## config.mk

```make
export PLATFORM = sky130hd
export DESIGN_NAME = addsub_serial
export DESIGN_NICKNAME = d
export VERILOG_FILES = /design/src/rtl/addsub_serial.sv
export SDC_FILE = /design/constraint.sdc
export NUM_CORES = 1
export LEC_CHECK = 0
export CORE_UTILIZATION = 30
export CTS_CLUSTER_SIZE = 30
export DETAILED_ROUTE_END_ITERATION = 16
export PLACE_DENSITY = 0.59
export SYNTH_ARGS = -nofsm -noshare
export SYNTH_HDL_FRONTEND = slang
export SYNTH_SLANG_ARGS = --single-unit
```

## constraint.sdc

```tcl
create_clock -name clk -period 1.87 [get_ports clk]
set_clock_uncertainty 0.1 [all_clocks]
set_input_delay 0.374 -clock clk [delete_from_list [all_inputs] [get_ports clk]]
set_output_delay 0.374 -clock clk [all_outputs]
set_load 0.005 [all_outputs]
```

## src/rtl/addsub_serial.sv

```systemverilog
// Digit-serial signed adder/subtractor with accumulate mode.
// Consumes DIGIT bits per clock, LSB digit first, and returns a (WIDTH+1)-bit exact result.
module addsub_serial #(
    parameter int unsigned WIDTH = 4,
    parameter int unsigned DIGIT = 2
) (
    input  logic             clk,
    input  logic             rst_n,
    input  logic             in_valid,
    output logic             in_ready,
    input  logic [WIDTH-1:0] a,
    input  logic [WIDTH-1:0] b,
    input  logic             sub,
    input  logic             acc_mode,
    output logic             out_valid,
    input  logic             out_ready,
    output logic [WIDTH:0]   result,
    output logic             carry,
    output logic             ovf
);

    localparam int unsigned K     = WIDTH / DIGIT;
    localparam int unsigned CNT_W = (K > 1) ? $clog2(K) : 1;

    typedef enum logic [1:0] {IDLE, RUN, DONE} state_t;

    state_t             state_q, state_d;
    logic [WIDTH-1:0]   opa_q, opa_d;
    logic [WIDTH-1:0]   opb_q, opb_d;
    logic               cy_q, cy_d;
    logic [CNT_W-1:0]   cnt_q, cnt_d;
    logic [WIDTH-1:0]   sum_q, sum_d;
    logic [WIDTH-1:0]   acc_q, acc_d;
    logic [WIDTH:0]     result_q, result_d;
    logic               carry_q, carry_d;
    logic               ovf_q, ovf_d;
    logic               in_ready_q, in_ready_d;
    logic               out_valid_q, out_valid_d;

    logic [DIGIT-1:0]   dig_a, dig_b, dig_s;
    logic [DIGIT:0]     dig_sum;
    logic               dig_cout, c_top_in, last_dig;

    // One digit of ripple add; the carry into the digit's top bit is recovered from the sum bit.
    always_comb begin
        dig_a    = opa_q[DIGIT-1:0];
        dig_b    = opb_q[DIGIT-1:0];
        dig_sum  = {1'b0, dig_a} + {1'b0, dig_b} + (DIGIT+1)'(cy_q);
        dig_s    = dig_sum[DIGIT-1:0];
        dig_cout = dig_sum[DIGIT];
        c_top_in = dig_s[DIGIT-1] ^ dig_a[DIGIT-1] ^ dig_b[DIGIT-1];
        last_dig = (cnt_q == CNT_W'(K - 1));
    end

    // Next-state and datapath control.
    always_comb begin
        state_d     = state_q;
        opa_d       = opa_q;
        opb_d       = opb_q;
        cy_d        = cy_q;
        cnt_d       = cnt_q;
        sum_d       = sum_q;
        acc_d       = acc_q;
        result_d    = result_q;
        carry_d     = carry_q;
        ovf_d       = ovf_q;
        in_ready_d  = in_ready_q;
        out_valid_d = out_valid_q;
        case (state_q)
            IDLE: begin
                if (in_valid) begin
                    opa_d      = acc_mode ? acc_q : a;
                    opb_d      = b ^ {WIDTH{sub}};
                    cy_d       = sub;
                    cnt_d      = '0;
                    in_ready_d = 1'b0;
                    state_d    = RUN;
                end
            end
            RUN: begin
                opa_d = opa_q >> DIGIT;
                opb_d = opb_q >> DIGIT;
                cy_d  = dig_cout;
                cnt_d = cnt_q + CNT_W'(1);
                sum_d[cnt_q*DIGIT +: DIGIT] = dig_s;
                if (last_dig) begin
                    result_d    = {dig_a[DIGIT-1] ^ dig_b[DIGIT-1] ^ dig_cout, sum_d};
                    carry_d     = dig_cout;
                    ovf_d       = dig_cout ^ c_top_in;
                    acc_d       = sum_d;
                    out_valid_d = 1'b1;
                    state_d     = DONE;
                end
            end
            DONE: begin
                if (out_ready) begin
                    out_valid_d = 1'b0;
                    in_ready_d  = 1'b1;
                    state_d     = IDLE;
                end
            end
            default: begin
                out_valid_d = 1'b0;
                in_ready_d  = 1'b1;
                state_d     = IDLE;
            end
        endcase
    end

    always_ff @(posedge clk or negedge rst_n) begin
        if (!rst_n) begin
            state_q     <= IDLE;
            opa_q       <= '0;
            opb_q       <= '0;
            cy_q        <= 1'b0;
            cnt_q       <= '0;
            sum_q       <= '0;
            acc_q       <= '0;
            result_q    <= '0;
            carry_q     <= 1'b0;
            ovf_q       <= 1'b0;
            in_ready_q  <= 1'b1;
            out_valid_q <= 1'b0;
        end else begin
            state_q     <= state_d;
            opa_q       <= opa_d;
            opb_q       <= opb_d;
            cy_q        <= cy_d;
            cnt_q       <= cnt_d;
            sum_q       <= sum_d;
            acc_q       <= acc_d;
            result_q    <= result_d;
            carry_q     <= carry_d;
            ovf_q       <= ovf_d;
            in_ready_q  <= in_ready_d;
            out_valid_q <= out_valid_d;
        end
    end

    assign in_ready  = in_ready_q;
    assign out_valid = out_valid_q;
    assign result    = result_q;
    assign carry     = carry_q;
    assign ovf       = ovf_q;

endmodule

```

; ---- Word-level counts from Yosys, hierarchy flattened
; Cells that the tools add are included.
[op_classes]
n_addsub = 4
eq_ne = 5
shifts = 2
mux = 19
bitwise = 8
reduce_logical = 7
[op_table]
columns = op, count
row1 = 2-bit negation with 34-bit output, 1
row2 = 2-bit by 34-bit variable shift with 4-bit output (first input constant), 1
row3 = 2-bit by 34-bit variable part select with 4-bit output, 1
row4 = 4-bit one-hot mux with 2 select lines, 2
row5 = 4-bit two-way mux, 3
row6 = 3-bit AND reduction, 3
row7 = 2-bit two-way mux, 3
row8 = 2-bit inequality test (second input constant), 3
row9 = 1-bit one-hot mux with 3 select lines, 2
row10 = 2-bit one-hot mux with 3 select lines, 1
row11 = 1-bit two-way mux, 5
row12 = 1-bit XOR, 5
row13 = 4-bit bitwise mux, 1
row14 = 1-bit one-hot mux with 2 select lines, 2
row15 = 2-bit AND reduction, 2
row16 = 4-bit XOR, 1
row17 = 2-bit by 2-bit adder with 3-bit output, 1
row18 = 3-bit by 1-bit adder with 3-bit output, 1
row19 = 2-bit by 1-bit equality test with 1-bit output (second input constant), 1
row20 = 2-bit equality test (second input constant), 1
row21 = 2-bit logical NOT, 1
row22 = 1-bit inverter, 2
row23 = 2-bit nonzero test, 1
row24 = 1-bit adder (second input constant), 1
[totals]
register_bits = 29
input_bits = 14
output_inout_bits = 9

; ---- Depth between registers and ports, before layout
[depth]
ltp_word = 5
depth_mapped = 7
depth_no_buf = 7

; ---- Worst setup path before layout
; Ideal clock, no wire load.
[synth_timing]
kind = flip-flop to flip-flop
startpoint = register opa_q[0]
endpoint = register ovf_q, in the netlist ovf
setup_time_ns = 0.126
t_arrival_ns = 1.682
required_ns = 1.644
slack_ns = -0.038
path_stages_with_launch = 8
period_less_slack_ns = 1.908
cell_sequence = dfrtp_1 > inv_1 > fa_1 > inv_1 > fa_1 > xnor2_1 > xnor2_1 > o21ai_0
[synth_via]
elab_chain_cells = 5
[synth_lines]
columns = element, line_no
row1 = start: declaration, 28  ; logic [WIDTH-1:0] opa_q, opa_d;
row2 = start signal: assignment, 126  ; opa_q <= opa_d;
row3 = 2-bit by 2-bit adder with 3-bit output (*), 48  ; dig_sum = {1'b0, dig_a} + {1'b0, dig_b} + (DIGIT+1)'(cy_q);
row4 = 3-bit by 1-bit adder with 3-bit output (*), 48
row5 = 1-bit XOR (2 in series), 51  ; c_top_in = dig_s[DIGIT-1] ^ dig_a[DIGIT-1] ^ dig_b[DIGIT-1];
row6 = 1-bit XOR (*), 89  ; ovf_d = dig_cout ^ c_top_in;
row7 = end signal: assignment, 134  ; ovf_q <= ovf_d;
row8 = end: declaration, 36  ; logic ovf_q, ovf_d;
; Mark *: on every way between the ends. The rest lies on a longest branch, timed or not.
; A chain may end at the register's enable or synchronous reset.

; ---- Worst setup path in the final report
; Same ends and word-level chain as after synthesis.

==> metrics.md <==
| Metric | Value |
|---|---|
| Status | `complete, but fails checks` |
| Failing checks | `negative setup slack` |
| RSZ-0062 raised after global routing | `true` |
| XOR/XNOR Fraction of Synth Area | `5.15%` |
| Reg2Reg Depth | `7` |
| Worst Hold Class | `in -> async` |
| DIE HEIGHT | `~65 µm` |
| Crit-path cells | `inv_2 -> fa_2 -> inv_2 -> fa_1 -> xnor2_1 -> xnor2_1 -> o21ai_1` |
| Top Ports | `23` |
| Tcrit/Tclk final | `102%` |
| Number of DRC violations after detailed routing | `0` |
| Vias/cell | `4.72` |
| Max Clock Freq | `0.525 GHz` |
| Final Max Tran Viols | `0` |
| Syn Std Cell Area | `around 0.0012 mm²` |
| Pleak | `0.691 nW` |
| Adder-cell share of the synthesized area | `5.05%` |
| Number of flops mapped to enable cells by yosys | `0` |
| Post-layout net count | `157` |
| Buf+Inv Stages, Crit Path | `2` |
| Die area | `0.00422 mm²` |
| Met1 Usage GRT | `roughly 16%` |
| Yosys cell types | `27` |
| Synth Area in Simple Gates | `a little under an eighth` |
| CP delay by family, top | `adder cells` |
| Reg-to-reg endpoint | `ovf$_DFFE_PN0P_` |
| Clock latency at the later pin of the worst-skew pair | `0.27 ns` |
| Crit path DAT | `1.97 ns` |
| Ranking of synthesized cells by area | `dfrtp_1 (46%), o21ai_0 (5.5%), fa_1 (5.0%)` |
| Multi-input gate area | `549 µm²` |
| Dpl ws | `-0.0659 ns` |
| Most used DFF post-synth | `dfrtp_1` |
| Vias | `883` |
| Clk root buf | `clkbuf_8` |
| Syn Inst Count | `111` |
| FF-to-FF setup slack | `-0.03 ns` |
| Crit path kind | `reg -> reg` |
| Initial DRC count | `30` |
| Total power | `2.55 mW` |
| Util after Layout | `between 40% and 50%` |
| Slew of the pin with the lowest slew margin | `0.456 ns` |
| Inserted Diodes | `0` |
| FP Rows | `22` |
| Met2 Use GR | `a little over a fifth` |
| Syn Area/Cell | `10.7 µm²` |
| Port Buffer Count | `22` |
| Total CTS buffers | `3` |
| CTS Sinks | `23` |
| Synth top area share | `46.3%` |
| Drt wl/cell | `12.7 µm` |
| DP HPWL | `1.81 mm` |
| Critical path's largest stage delay | `~0.45 ns` |
| RR Startpoint | `opa_q[0]$_DFFE_PN0P_` |
| Crit end category | `register` |
| GR Layer Usage met3 | `under 10%` |
| Worst setup margin | `-0.0336 ns` |
| Rel. slew slack | `69.5%` |
| Final setup fails | `1` |
| Post-route ant nets | `0` |
| Yosys warning count | `0` |
| Initial antenna violation count | `0` |
| Max-Cap Viols | `0` |
| Drt total wl | `2.37 mm` |
| Largest net degree at the start of global routing | `17` |
| Fraction of layout instances using a drive strength above 1 | `a little under a fifth` |
| Synthesized Nets | `128` |
| Power Density | `1640 mW/mm²` |
| H-tree depth | `1` |
| CTS tree | `done` |
| Main combinational cell family by area after synthesis | `compound AO/OA/AOI/OAI gates` |
| Synthesized flop and latch total | `23` |
| Area Growth Syn to Fin | `31.0%` |
| Crit-path slowest cell | `fa_1` |
| Total negative slack | `-0.0336 ns` |
| Drt first pass iters | `5` |
| Setup crit start kind | `register` |
| First-pass GRT wire length | `4.06 mm` |
| Chip Width | `65.0 µm` |
| Max VDD drop | `0.000847 V` |
| Clock Tree Buf Depth | `2` |
| Critical-path maximum fanout | `3` |
| Vias in the first global route | `897` |
| Post-synth top area cell | `dfrtp_1` |
| Compound-Gate Fraction of Synth Area | `15.4%` |
| CP Data Required Time | `about 1.9 ns` |
| GRT Total Usage | `about 13%` |
| Core area | `0.00374 mm²` |
| Post-synthesis sequential area ratio | `48.5%` |
| Time the worst path needs with I/O delays and setup | `1.90 ns` |
| Initial Utilization | `between 30% and 40%` |
| Clock transition at the registers of the reported paths | `about 0.09 ns` |
| Post-CTS Hold Buffers | `0` |
| Fin. Hold Viols | `0` |
| Area occupied by registers | `~580 µm²` |
| Overflow after GRT | `0` |
| Gr busiest metal | `met2` |
| Fill count | `379` |
| GPL Wtd Cong | `0.811` |
| Ys async rst share | `100%` |
| Mux contribution to synthesized area | `between 8 and 9%` |
[layout by cell type (no fill, tap or decap), types with 2 or more instances in the layout]
cell,n
nor2b_1,3
fa_1,2
xor2_1,4
clkbuf_8,3
nor2_1,7
a22oi_1,3
nand2b_1,3
mux2_2,5
inv_1,4
clkdlybuf4s50_1,22
nand2_1,10
o221a_2,2
xnor2_1,3
o21ai_0,12
dfrtp_1,22
a21oi_1,3
buf_4,8
mux2i_1,5
inv_2,3
a2bb2oi_1,3
[power by group]
group          internal [mW]  switching [mW]
logic                  0.740           0.557
clock network          0.149           0.169
registers              0.741           0.196
[how the worst max path moves through the flow]
stage                    startpoint  slack [ns]  cells after the start               to
2_1_floorplan  opa_q[0]$_DFFE_PN0P_      -0.002                      7  ovf$_DFFE_PN0P_
3_3_place_gp   opa_q[0]$_DFFE_PN0P_       -0.03                      7  ovf$_DFFE_PN0P_
3_5_place_dp   opa_q[0]$_DFFE_PN0P_       -0.07                      7  ovf$_DFFE_PN0P_
4_1_cts        opa_q[0]$_DFFE_PN0P_       -0.04                      7  ovf$_DFFE_PN0P_
5_1_grt        opa_q[0]$_DFFE_PN0P_       -0.14                      7  ovf$_DFFE_PN0P_
6_report       opa_q[0]$_DFFE_PN0P_       -0.03                      7  ovf$_DFFE_PN0P_
[metrics by stage]
stage | instances | hold slack (ns) | instance area, µm²
after floorplan | 111 | -0.0216 | 1190
after CTS | 187 | 0.322 | 1560
final | 187 | 0.311 | 1560
after global routing | 187 | 0.320 | 1560
after detailed placement | 181 | 0.383 | 1500
after global placement | 181 | 0.372 | 1500
[layer usage]
layer | part of all wire [%] | vias to the layer above | wire [µm]
li1 | - | 433 | -
met1 | 49 | 428 | 1170
met2 | 45 | 19 | 1070
met3 | 4.4 | 3 | 104
met4 | 0.89 | 0 | 21
met5 | 0 | - | 0
[registers in the layout, summed over array words and instances, names as in the netlist]
signal,count
result,2
opb_q,4
out_valid,1
acc_q,3
state_q,2
opa_q,4
sum_q,2
in_ready,1
carry,1
ovf,1
cnt_q,1
cy_q,1
[synth_stat cells, drive strengths merged, types with 2 or more instances]
master   count
o21ai       13
buf          6
fa           3
a22oi        3
mux2i        5
nand2b       3
dfrtp       22
o221a        2
mux2         5
a21oi        3
a2bb2oi      3
nand2       10
xor2         4
nor2b        3
nor2         7
inv          7
xnor2        3
[cells by family after synthesis]
family / count (synthesis)
muxes: 10
DFF: 23
buffers and inverters: 14
adders and majority gates: 3
and+or+nand+nor: 26
AOI/OAI and AO/OA: 28
xor gates and xnor gates: 7
[final cells by class]
type / count / area share [%]
Sequential cell: 23 / 37.0
Clock buffer: 3 / 2.65
Inverter: 7 / 1.69
Multi-Input combinational cell: 74 / 35.2
Timing Repair Buffer: 31 / 19.3
Tap cell: 48 / 3.85
Clock inverter: 1 / 0.321
[what timing repair did]
action,4_1_cts,5_1_grt
setup endpoints to repair,1,1
cloned,0,0
gates resized for setup,1,0
pin swaps,3,0
setup buffers,2,0
No activity file was read; power rests on OpenSTA's default activity.
